==> config.mk <==
export PLATFORM = sky130hd
export DESIGN_NAME = lsu_req_sched
export DESIGN_NICKNAME = d
export VERILOG_FILES = /design/src/rtl/super_pkg.sv /design/src/rtl/lsu_outst_cnt.sv /design/src/rtl/lsu_req_sched.sv
export SDC_FILE = /design/constraint.sdc
export NUM_CORES = 1
export LEC_CHECK = 0
export CAP_MARGIN = 15
export CORE_MARGIN = 2
export CORE_UTILIZATION = 32
export CTS_CLUSTER_SIZE = 25
export DETAILED_ROUTE_END_ITERATION = 12
export SKIP_LAST_GASP = 1
export SLEW_MARGIN = 40
export SYNTH_ARGS = -nofsm -noshare
export SYNTH_HDL_FRONTEND = slang
export SYNTH_SLANG_ARGS = --single-unit
==> constraint.sdc <==
create_clock -name clk_i -period 20 [get_ports clk_i]
set_clock_uncertainty 0.15 [all_clocks]
set_input_delay 4 -clock clk_i [delete_from_list [all_inputs] [get_ports clk_i]]
set_output_delay 4 -clock clk_i [all_outputs]
set_load 0.1 [all_outputs]
==> src/rtl/super_pkg.sv <==
// super_pkg: shared types for the superscalar core's LSU request path.
//   lsu_req_info_t     - per-request payload handed from issue to the LSU
//   NULL_LSU_REQ_INFO  - idle payload value (all zero)
//   LsuSchedDepth      - default FIFO depth of lsu_req_sched
//   LsuSchedMaxOutst   - default in-flight cap of lsu_req_sched
package super_pkg;

  typedef struct packed {
    logic [31:0] pc;
    logic [31:0] addr;
    logic        is_store;
    logic [1:0]  size;
  } lsu_req_info_t;

  localparam lsu_req_info_t NULL_LSU_REQ_INFO = '0;

  localparam int LsuSchedDepth    = 4;
  localparam int LsuSchedMaxOutst = 2;

endpackage

==> src/rtl/lsu_outst_cnt.sv <==
// lsu_outst_cnt: saturating up/down counter of LSU requests accepted but not
// yet completed.
//   clk_i, rst_i  clock, synchronous active-high reset
//   inc_i         LSU handshake this cycle
//   dec_i         LSU completion this cycle
//   cnt_o         registered in-flight count
// A completion at count 0 is a protocol error: the counter holds and the
// assertion below fires.
module lsu_outst_cnt #(
  parameter int MaxOutst = 2,
  parameter int OW       = $clog2(MaxOutst + 1)
) (
  input  logic          clk_i,
  input  logic          rst_i,
  input  logic          inc_i,
  input  logic          dec_i,
  output logic [OW-1:0] cnt_o
);

  logic [OW-1:0] r_cnt;

  always_ff @(posedge clk_i) begin
    if (rst_i) begin
      r_cnt <= '0;
    end else begin
      unique case ({inc_i, dec_i})
        2'b10:   if (r_cnt != OW'(MaxOutst)) r_cnt <= r_cnt + 1'b1;
        2'b01:   if (r_cnt != '0)            r_cnt <= r_cnt - 1'b1;
        default: r_cnt <= r_cnt;  // idle, or issue and completion cancel
      endcase
    end
  end

  assign cnt_o = r_cnt;

  a_done_underflow: assert property (@(posedge clk_i) disable iff (rst_i)
    !(dec_i && !inc_i && r_cnt == '0));

endmodule

==> src/rtl/lsu_req_sched.sv <==
// lsu_req_sched: in-order scheduler from the two issue lanes into the single
// LSU. Up to two requests per cycle go into a circular FIFO (lane 0 older);
// the head is offered to the LSU under valid/ready, capped at MaxOutst
// requests in flight.
//   clk_i, rst_i       clock, synchronous active-high reset
//   req_valid_i/info_i per-lane request (lane 0 older)
//   req_ready_o        at least two free FIFO slots (both lanes may enqueue)
//   lsu_req_*          head request to the LSU, valid/ready
//   lsu_done_i         one in-flight LSU request completed
//   flush_i            drop every queued (not yet issued) request
//   count_o            FIFO occupancy
//   busy_o             FIFO non-empty or requests in flight
// Optional feature macro: KUDU_LSU_SCHED_BYPASS_EN - an empty FIFO forwards
// the oldest valid lane straight to the LSU in the same cycle.
module lsu_req_sched
  import super_pkg::*;
#(
  parameter int Depth    = LsuSchedDepth,
  parameter int MaxOutst = LsuSchedMaxOutst,
  parameter int PW       = $clog2(Depth),
  parameter int CW       = $clog2(Depth) + 1
) (
  input  logic                clk_i,
  input  logic                rst_i,
  input  logic [1:0]          req_valid_i,
  input  lsu_req_info_t [1:0] req_info_i,
  output logic                req_ready_o,
  output logic                lsu_req_valid_o,
  output lsu_req_info_t       lsu_req_info_o,
  input  logic                lsu_req_ready_i,
  input  logic                lsu_done_i,
  input  logic                flush_i,
  output logic [CW-1:0]       count_o,
  output logic                busy_o
);

  localparam int OW = $clog2(MaxOutst + 1);

  lsu_req_info_t r_mem [Depth];
  logic [PW-1:0] r_wptr, r_rptr;
  logic [CW-1:0] r_count;

  logic [OW-1:0] w_outst;
  logic          w_nonempty, w_cnt_ok, w_hs, w_pop, w_byp;
  logic [1:0]    w_wr_vld;
  logic [1:0]    w_wr_n;
  logic [PW-1:0] w_wptr1;
  lsu_req_info_t w_byp_info;

  // Ready looks only at registered occupancy; the pre-pop count is used so
  // a slot freed this cycle is not reused until next cycle.
  assign req_ready_o = (r_count <= CW'(Depth - 2));
  assign w_nonempty  = (r_count != '0);
  assign w_cnt_ok    = (w_outst < OW'(MaxOutst));
  assign w_wptr1     = r_wptr + 1'b1;

`ifdef KUDU_LSU_SCHED_BYPASS_EN
  assign w_byp      = !w_nonempty && w_cnt_ok && !flush_i && req_ready_o && (|req_valid_i);
  assign w_byp_info = req_valid_i[0] ? req_info_i[0] : req_info_i[1];
`else
  assign w_byp      = 1'b0;
  assign w_byp_info = NULL_LSU_REQ_INFO;
`endif

  always_comb begin
    lsu_req_valid_o = (w_nonempty && w_cnt_ok) || w_byp;
    lsu_req_info_o  = NULL_LSU_REQ_INFO;
    if (w_nonempty)  lsu_req_info_o = r_mem[r_rptr];
    else if (w_byp)  lsu_req_info_o = w_byp_info;
  end

  assign w_hs  = lsu_req_valid_o && lsu_req_ready_i;
  // A bypassed handshake never touched the FIFO, so it pops nothing.
  assign w_pop = w_hs && !w_byp;

  // Lanes actually written: gated by ready and flush, minus the oldest lane
  // when it went straight to the LSU.
  always_comb begin
    w_wr_vld = (req_ready_o && !flush_i) ? req_valid_i : 2'b00;
    if (w_byp && lsu_req_ready_i) begin
      if (w_wr_vld[0]) w_wr_vld[0] = 1'b0;
      else             w_wr_vld[1] = 1'b0;
    end
    w_wr_n = {1'b0, w_wr_vld[0]} + {1'b0, w_wr_vld[1]};
  end

  // Payload storage needs no reset; occupancy decides what is live.
  always_ff @(posedge clk_i) begin
    if (w_wr_vld == 2'b11) begin
      r_mem[r_wptr]  <= req_info_i[0];
      r_mem[w_wptr1] <= req_info_i[1];
    end else if (w_wr_vld[0]) begin
      r_mem[r_wptr]  <= req_info_i[0];
    end else if (w_wr_vld[1]) begin
      r_mem[r_wptr]  <= req_info_i[1];
    end
  end

  always_ff @(posedge clk_i) begin
    if (rst_i || flush_i) begin
      r_wptr  <= '0;
      r_rptr  <= '0;
      r_count <= '0;
    end else begin
      r_wptr  <= r_wptr + PW'(w_wr_n);
      r_rptr  <= r_rptr + PW'(w_pop);
      r_count <= r_count + CW'(w_wr_n) - CW'(w_pop);
    end
  end

  // Flush does not touch this: the LSU still completes what it accepted.
  lsu_outst_cnt #(.MaxOutst(MaxOutst), .OW(OW)) u_outst (
    .clk_i (clk_i),
    .rst_i (rst_i),
    .inc_i (w_hs),
    .dec_i (lsu_done_i),
    .cnt_o (w_outst)
  );

  assign count_o = r_count;
  assign busy_o  = w_nonempty || (w_outst != '0);

endmodule

==> run_results.csv, run 1 <==
group,metric,value,unit
status,status,"finished, final reports clean",
detailed_routing,totalWireLength,36000,µm
setup_path,arrival,7.35,ns
floorplan,die-area,0.0456,mm²
global_routing,grt_max_degree,70,
global_routing,overflow,0,
cts,path_clk_slew,0.06,ns
placement,dpl.hpwl,20900,µm
global_routing,grtUsageTotal,16.0,%
min_path,whs_path_depth,2,
run,max_cap_viol_count,0,
logic_synthesis,syn_area,0.0141,mm²
cts,numClockSinks,277,
setup_path,worstSetupPathType,"in2reg",
sta,max_freq,0.136,GHz
floorplan,io-pin-count,214,
cts,cts_setup_buffers,0,
sta,slew_violations,0,
logic_synthesis,yosysWarnings,0,
pwr,powerDensity,101,mW/mm²
global_routing,grt_pass1_vias,8658,
setup_path,rr_worst_depth,7,
layout,layout.nets,1160,
min_path,hp-class,"reg2reg",
layout,syn_to_final_growth,25.2,%
detailed_routing,post_drt_wl_per_cell,22.2,µm
layout,drive_gt1_share,38.1,%
floorplan,rows,76,
pwr,vdd_drop_max,55.1,µV
sta,worst_pin_slew,0.821,ns
setup_path,cpMaxStageDelayCell,"buf_4",
cts,numCtsBuffers,34,
detailed_routing,drc,0,
setup_path,cp-end-kind,"register",
sta,min_period_over_period,36.8,%
logic_synthesis,async_flop_share,0,%
setup_path,startpoint_type,"input port",
placement,globalplace.congestion,0.701,
detailed_routing,drt_iter0_drc,354,
detailed_routing,final_antenna_net_count,0,
sta,slew_headroom,45.3,%
sta,final-hold-violation-count,0,
cts,cts_hold_buffers,0,
pwr,power_frac_comb,28.2,%
placement,io_buffers,213,
sta,rsz0062_at_grt,"no",
pwr,swShare,33.9,%
layout,final_common_cell,"edfxtp_1",
setup_path,worstPathCellList,"clkdlybuf4s50_1 -> nor2b_1 -> and2_1 -> ha_1 -> o21ai_0 -> nor2_4 -> buf_4",
global_routing,grt_pass1_wl,53700,µm
cts,clk_latency,0.53,ns
detailed_routing,via_per_inst,4.87,
logic_synthesis,postSynthCellCount,794,
pwr,seqPwrFrac,39.0,%
sta,fin_tns_setup,0,ns
floorplan,die_h,214,µm
cts,cts_tree,"built",
pwr,p_sw,604,µW
pwr,clkPwrFrac,32.8,%
global_routing,antenna_found_initial,1,
logic_synthesis,synth_seq_area_share,58.5,%
layout,layout_common_cells,"268 x edfxtp_1, 148 x mux2_2, 140 x clkdlybuf4s50_1, 90 x mux2_1, 73 x buf_2",
logic_synthesis,synth_cell_types,35,
detailed_routing,vias,7882,
cts,ctsLongestPathBuffers,3,
cts,htree_levels,2,
logic_synthesis,ys_ff_latch,277,
logic_synthesis,syn-num-nets,944,
cts,root_buffer,"clkbuf_16",
setup_path,worstPathRequired,20.00,ns
sta,fin_crit,7.35,ns
logic_synthesis,syn_area_per_cell,17.7,µm²
pwr,p_int,1.18,mW
floorplan,initial_core_util,32.6,%
layout,fin_util,40.8,%
logic_synthesis,yosys_most_used_dff,"edfxtp_1",
pwr,p_leak,6.02,nW
detailed_routing,drt_pass1_iterations,4,
sta,final-setup-viol-count,0,
logic_synthesis,synth_edf_count,268,
setup_path,path_max_fanout,46,
floorplan,die_w,214,µm
floorplan,coreArea,0.0432,mm²
cts,post_cts_resize_count,0,
setup_path,slowest_delay,0.77,ns
power groups by stage:
stage	combinational [mW]	sequential, mW	clock, mW
final	0.503	0.697	0.585
after global routing	0.529	0.700	0.624
after CTS	0.509	0.698	0.603
after detailed placement	0.507	0.710	0
after global placement	0.530	0.709	0
after floorplan	0.378	0.714	0
synth_stat cells (2+ instances only):
cell / n / share of area (%)
mux4_2: 67 / 11
mux2_1: 90 / 7.2
mux2_2: 148 / 12
nor2b_1: 69 / 3.1
mux2_4: 30 / 3.2
o21ai_0: 2 / 0.071
buf_6: 6 / 0.48
buf_2: 19 / 0.68
inv_2: 2 / 0.053
clkbuf_1: 12 / 0.32
nand2_1: 4 / 0.11
buf_4: 15 / 0.80
nor2_1: 5 / 0.13
nor3_1: 4 / 0.14
edfxtp_1: 268 / 57
a21oi_1: 3 / 0.11
xnor2_1: 5 / 0.31
dfxtp_1: 9 / 1.3
inv_1: 6 / 0.16
and2_1: 6 / 0.27
o31ai_1: 3 / 0.16
ha_1: 8 / 0.71
final timing paths:
| kind | from | to | slack (ns) |
|---|---|---|---|
| setup / recovery | flush_i | r_mem[3][27]$_DFFE_PP_ | 12.65 |
| hold / removal | u_outst.cnt_o[1]$_SDFFE_PP0P_ | u_outst.cnt_o[1]$_SDFFE_PP0P_ | 0.38 |
| setup reg to reg | count_o[1]$_SDFF_PP0_ | r_mem[3][27]$_DFFE_PP_ | 16.03 |
| hold reg to reg | u_outst.cnt_o[1]$_SDFFE_PP0P_ | u_outst.cnt_o[1]$_SDFFE_PP0P_ | 0.38 |
cells by family after synthesis:
kind of cell,Yosys count,synth area share [%]
multiplexers,335,33.0
AO/OA/AOI/OAI,12,0.677
XOR/XNOR,6,0.374
adder cells (fa/ha/maj),9,0.855
buffers and inverters,61,2.53
AND/OR/NAND/NOR,94,4.02
flip-flops,277,58.5
cell type report:
class	instances	area [µm²]
clock buffer	46	960
tap	585	732
clock inverter	14	91.3
antenna	1	2.50
multi-input combinational	456	5550
inverter	8	30.0
timing repair buffer	233	2000
fill	4035	25600
sequential	277	8240
critical path, delay by kind of cell:
kind	cells	cell delay [ns]
AO/OA/AOI/OAI	1	0.34
adder cells (fa/ha/maj)	1	0.46
AND/OR/NAND/NOR	3	1.18
buffers and inverters	2	1.31
registers in the layout, indices dropped and copies added (netlist names):
| name | cells |
|---|---|
| count_o | 3 |
| r_mem | 268 |
| r_rptr | 2 |
| r_wptr | 2 |
| u_outst.cnt_o | 2 |
metrics by stage:
stage | std cells | power, mW | setup WS, ns | area (µm²) | hold WS (ns)
final | 1620 | 1.79 | 12.65 | 17600 | 0.381
after global placement | 1553 | 1.24 | 11.99 | 16800 | 0.365
after global routing | 1619 | 1.85 | 12.43 | 17600 | 0.444
after detailed placement | 1558 | 1.22 | 12.09 | 16500 | 0.362
after CTS | 1618 | 1.81 | 12.62 | 17600 | 0.373
after floorplan | 794 | 1.09 | 9.81 | 14100 | 0.332
per-layer routing:
layer	wire, µm	global-route usage [%]	vias up
met5	13	0	-
met4	696	5.17	2
met3	1610	2.91	41
met2	18400	27.8	181
met1	15400	20.3	4068
li1	-	-	3590
No activity file was read; power rests on OpenSTA's default activity.
==> run 2, diff against run 1 <==
Clock period 20 ns to 6.2 ns, I/O delays scaled along.
==> run 2 against run 1 <==
  * Global-route usage shrank 0.11 points
  * Clock power grew to 3.0 times the previous value
  * Clock-buffer cell count shrank 2
  * Core utilization shrank 0.19 points
  * Power grew to 3.2 times the previous value
  * Die area is the same
  * Routed wire length shrank 0.64%
  * Hold slack lost 0.0016 ns
  * Non-clock buffer count shrank 3
  * Highest routed layer is now met4
==> run_results.csv, run 2 (synthesis gave the netlist of run 1 again) <==
group,metric,value,unit
status,status,"finished, final reports clean",
placement,dpl.cell_count,1556,
global_routing,overflow,0,
layout,final_cells,1613,
layout,multi_input_area,0.00555,mm²
min_path,min-delay-start,"u_outst.cnt_o[1]$_SDFFE_PP0P_",
setup_path,critPathBufInv,2,
sta,final-setup-viol-count,0,
setup_path,critPathCapture,"lsu_req_info_o[4]",
detailed_routing,routed.top_layer,"met4",
layout,drive_gt1_share,37.7,%
setup_path,cpMaxStageDelayCell,"dfxtp_4",
setup_path,timing.rr.end,"r_mem[2][1]$_DFFE_PP_",
pwr,power,5.63,mW
setup_path,crit-reg2reg-launch,"count_o[1]$_SDFF_PP0_",
setup_path,worstPathCellList,"buf_4 -> mux4_2 -> nor2b_1 -> buf_2",
cts,root_buffer,"clkbuf_16",
pwr,vdd_drop_max,198,µV
sta,fin_crit,4.11,ns
sta,worst_pin_slew,0.809,ns
sta,slew_headroom,46.0,%
setup_path,path_depth,4,
setup_path,crit_family,"buffers and inverters",
layout,layout_common_cells,"268 x edfxtp_1, 148 x mux2_2, 140 x clkdlybuf4s50_1, 90 x mux2_1, 73 x buf_2",
detailed_routing,drc,0,
floorplan,rows,76,
sta,slew_violations,0,
cts,cts_setup_buffers,0,
cts,numClockSinks,277,
cts,cts_tree,"built",
detailed_routing,post_drt_wl_per_cell,22.2,µm
floorplan,die-area,0.0456,mm²
placement,dpl.hpwl,21600,µm
layout,design_area,0.0175,mm²
layout,largest_reg_flops,268,
layout,syn_to_final_growth,24.6,%
floorplan,initial_core_util,32.6,%
placement,postPlaceCellArea,0.0166,mm²
placement,pre_cts_slack,1.61,ns
detailed_routing,final_antenna_net_count,0,
cts,clk_latency,0.51,ns
detailed_routing,wl_met1,15100,µm
detailed_routing,met2WireLength,18200,µm
global_routing,grt_max_degree,70,
cts,ctsLongestPathBuffers,3,
global_routing,grtUsageTotal,15.9,%
layout,fill_cells,4059,
setup_path,rr_worst_depth,8,
sta,min_period_over_period,66.3,%
layout,layout.nets,1157,
setup_path,worstPathRequired,4.81,ns
layout,regMostFlops,"r_mem",
detailed_routing,wl_met3,1740,µm
global_routing,antenna_found_initial,1,
floorplan,die_w,214,µm
placement,io_buffers,213,
cts,path_clk_slew,0.05,ns
pwr,p_leak,5.97,nW
setup_path,path_max_fanout,23,
global_routing,grt_pass1_vias,8554,
detailed_routing,via_per_inst,4.88,
detailed_routing,drt_pass1_iterations,4,
placement,globalplace.congestion,0.728,
setup_path,worstSetupStartpoint,"r_rptr[0]$_SDFF_PP0_",
sta,fin_ws,2.09,ns
detailed_routing,drt_iter0_drc,471,
setup_path,slowest_delay,0.67,ns
layout,final_common_cell,"edfxtp_1",
setup_path,ff2ff_setup_slack,2.84,ns
sta,final-hold-violation-count,0,
detailed_routing,vias,7872,
sta,rsz0062_at_grt,"no",
floorplan,die_h,214,µm
run,max_cap_viol_count,0,
setup_path,cp-end-kind,"primary output",
cts,cts_hold_buffers,0,
global_routing,grt_pass1_wl,53700,µm
cts,numCtsBuffers,34,
sta,max_freq,0.243,GHz
cts,htree_levels,2,
floorplan,io-pin-count,214,
min_path,hp-class,"reg2reg",
layout,seqCellArea,0.00824,mm²
pwr,powerDensity,321,mW/mm²
setup_path,startpoint_type,"register",
setup_path,arrival,2.72,ns
setup_path,worstSetupPathType,"reg2out",
cts,post_cts_resize_count,0,
detailed_routing,totalWireLength,35800,µm
floorplan,coreArea,0.0432,mm²
run 2: layer usage:
metal	vias up	global-route usage [%]
li1	3586	-
met1	4040	20.2
met2	198	28.1
met3	48	2.68
met4	0	4.38
met5	-	0
run 2: power breakdown:
group          switching (mW)  internal (mW)  total, mW
clock network           0.738           1.02       1.76
logic                    1.14          0.475       1.62
registers              0.0368           2.21       2.25
total                    1.92           3.71       5.63
run 2: stage by stage:
step	util [%]	setup TNS, ns	hold slack (ns)
after floorplan	-	-117.50	0.332
after global placement	39.1	0	0.356
after detailed placement	38.3	0	0.373
after CTS	40.6	0	0.382
after global routing	40.6	0	0.414
final	40.6	0	0.379
run 2: worst min-delay path by stage:
| stage | to | slack (ns) | depth (start not counted) |
|---|---|---|---|
| 6_report | u_outst.cnt_o[1]$_SDFFE_PP0P_ | 0.38 | 2 |
| 5_1_grt | u_outst.cnt_o[1]$_SDFFE_PP0P_ | 0.41 | 2 |
| 4_1_cts | u_outst.cnt_o[1]$_SDFFE_PP0P_ | 0.38 | 2 |
| 3_5_place_dp | u_outst.cnt_o[1]$_SDFFE_PP0P_ | 0.37 | 2 |
| 3_3_place_gp | u_outst.cnt_o[1]$_SDFFE_PP0P_ | 0.36 | 2 |
| 2_1_floorplan | u_outst.cnt_o[1]$_SDFFE_PP0P_ | 0.33 | 2 |
run 2: final cells by class:
class / instances / share of cell area [%]
Clock inverter: 11 / 0.286
Sequential cell: 277 / 47.0
Antenna cell: 2 / 0.0286
Inverter: 8 / 0.171
Timing Repair Buffer: 230 / 11.5
Clock buffer: 44 / 5.19
Multi-Input combinational cell: 456 / 31.7
Tap cell: 585 / 4.18
run 2: worst reg2reg max path, delay by kind of cell (launching register included):
| family | cells | cell delay (ns) |
|---|---|---|
| mux | 1 | 0.39 |
| buf+inv | 1 | 0.37 |
| compound gates | 1 | 0.14 |
| fa+ha+maj | 1 | 0.35 |
| flops | 1 | 0.46 |
| simple gates | 4 | 1.27 |
==> run 3, diff against run 2 <==
Clock period 6.2 ns to 3.7 ns, I/O delays scaled along.
==> run 3 against run 2 <==
  * Routed wire length is essentially flat
  * Clock power grew 80%
  * Non-clock buffer count grew 13
  * Sequential power grew 68%
  * Power grew 76%
  * Critical path depth is the same
  * Core utilization grew 1.8 points
  * Hold slack gained 0.025 ns
  * Sequential share of layout area shrank 1.9 points
  * Combinational power grew 85%
  * Largest cell class unchanged
  * Largest power group unchanged
==> run_results.csv, run 3 (synthesis gave the netlist of run 1 again) <==
group,metric,value,unit
status,status,"finished, final reports clean",
detailed_routing,post_drt_wl_per_cell,21.9,µm
setup_path,timing.rr.end,"count_o[2]$_SDFF_PP0_",
detailed_routing,final_antenna_net_count,0,
placement,pre_cts_slack,0.309,ns
sta,rsz0062_at_grt,"no",
global_routing,grt_max_degree,51,
layout,fill_cells,3922,
setup_path,critPathCapture,"lsu_req_info_o[32]",
global_routing,antenna_found_initial,4,
layout,drive_gt1_share,39.6,%
setup_path,worstSetupPathType,"reg2out",
detailed_routing,drt_iter0_drc,314,
setup_path,startpoint_type,"register",
pwr,powerDensity,543,mW/mm²
floorplan,die_h,214,µm
sta,worst_pin_slew,0.581,ns
min_path,whs_path_depth,2,
layout,largest_reg_flops,268,
cts,path_clk_slew,0.06,ns
global_routing,overflow,0,
detailed_routing,totalWireLength,35800,µm
cts,post_cts_resize_count,0,
floorplan,die_w,214,µm
placement,io_buffers,213,
cts,clk_latency,0.53,ns
global_routing,grt_pass1_wl,53500,µm
global_routing,grtUsageTotal,16.0,%
setup_path,cp-end-kind,"primary output",
sta,slew_headroom,61.2,%
sta,min_period_over_period,89.9,%
detailed_routing,drc,0,
sta,final-hold-violation-count,0,
detailed_routing,via_per_inst,4.84,
layout,final_common_cell,"edfxtp_1",
global_routing,grt_pass1_vias,8516,
layout,fin_util,42.4,%
cts,numCtsBuffers,34,
cts,ctsLongestPathBuffers,3,
placement,globalplace.congestion,0.706,
layout,regMostFlops,"r_mem",
min_path,min-delay-start,"u_outst.cnt_o[1]$_SDFFE_PP0P_",
floorplan,coreArea,0.0432,mm²
detailed_routing,vias,7900,
placement,dpl.hpwl,21900,µm
cts,cts_hold_buffers,0,
sta,slew_violations,0,
cts,cts_tree,"built",
cts,cts_setup_buffers,0,
floorplan,rows,76,
sta,max_freq,0.301,GHz
min_path,hp-class,"reg2reg",
sta,fin_ws,0.374,ns
layout,layout_common_cells,"268 x edfxtp_1, 148 x mux2_2, 140 x clkdlybuf4s50_1, 90 x mux2_1, 68 x nor2b_1",
sta,final-setup-viol-count,0,
setup_path,rr_worst_depth,13,
layout,layout.nets,1170,
pwr,p_leak,6.19,nW
layout,syn_to_final_growth,30.1,%
placement,postPlaceCellArea,0.0172,mm²
cts,htree_levels,2,
setup_path,arrival,2.44,ns
run,max_cap_viol_count,0,
floorplan,initial_core_util,32.6,%
floorplan,die-area,0.0456,mm²
detailed_routing,drt_pass1_iterations,4,
floorplan,io-pin-count,214,
setup_path,crit-reg2reg-launch,"count_o[0]$_SDFF_PP0_",
layout,design_area,0.0183,mm²
sta,fin_crit,3.33,ns
setup_path,worstPathRequired,2.81,ns
setup_path,ff2ff_setup_slack,0.89,ns
setup_path,path_max_fanout,23,
pwr,vdd_drop_max,338,µV
cts,root_buffer,"clkbuf_16",
setup_path,worstSetupStartpoint,"r_rptr[0]$_SDFF_PP0_",
cts,numClockSinks,277,
-- run 3: cell types whose count changed in the layout (fill, tap and decap cells not counted), moves of 4 or more --
cell,delta
buf_2,-70
buf_4,+55
clkinv_1,+5
buf_12,+29
clkbuf_1,-4
-- run 3: layer usage --
layer,global-route usage (%),wire length [µm],up-vias
met3,3.53,2040,43
met4,4.72,671,4
li1,-,-,3619
met5,0,25,-
met1,20.3,15300,4050
met2,27.4,17700,184
-- run 3: worst max-delay path, stage by stage, from the launching register on --
cell and delay [ns]:
dfxtp_4 0.64, buf_12 0.29, mux4_2 0.55, nor2b_1 0.15
buf_4 0.25
-- run 3: worst min-delay path by stage --
stage	to	slack (ns)
6_report	u_outst.cnt_o[1]$_SDFFE_PP0P_	0.40
5_1_grt	u_outst.cnt_o[1]$_SDFFE_PP0P_	0.45
4_1_cts	u_outst.cnt_o[1]$_SDFFE_PP0P_	0.40
3_5_place_dp	u_outst.cnt_o[1]$_SDFFE_PP0P_	0.39
3_3_place_gp	u_outst.cnt_o[1]$_SDFFE_PP0P_	0.38
2_1_floorplan	u_outst.cnt_o[1]$_SDFFE_PP0P_	0.34
-- run 3: layout make-up --
| class | count | area (µm²) | area share (%) |
|---|---|---|---|
| Timing Repair Buffer | 243 | 2630 | 14.4 |
| Clock inverter | 19 | 111 | 0.609 |
| Sequential cell | 277 | 8250 | 45.1 |
| Antenna cell | 2 | 5.00 | 0.0274 |
| Inverter | 8 | 30.0 | 0.164 |
| Clock buffer | 42 | 945 | 5.16 |
| Multi-Input combinational cell | 456 | 5590 | 30.5 |
| Tap cell | 585 | 732 | 4.00 |
-- run 3: power by group --
| part | total [mW] | switching, mW | internal (mW) |
|---|---|---|---|
| combinational | 3.00 | 1.96 | 1.03 |
| sequential | 3.77 | 0.0638 | 3.70 |
| clock | 3.17 | 1.29 | 1.88 |
| total | 9.93 | 3.32 | 6.61 |
-- run 3: through the flow --
step	std cells	hold WS (ns)	TNS, ns	power [mW]
floorplan	794	0.343	-38.64	5.90
global placement	1568	0.376	0	6.86
detailed placement	1569	0.387	0	6.87
CTS	1630	0.397	0	10.1
global route	1630	0.452	0	10.3
finish	1632	0.404	0	9.93
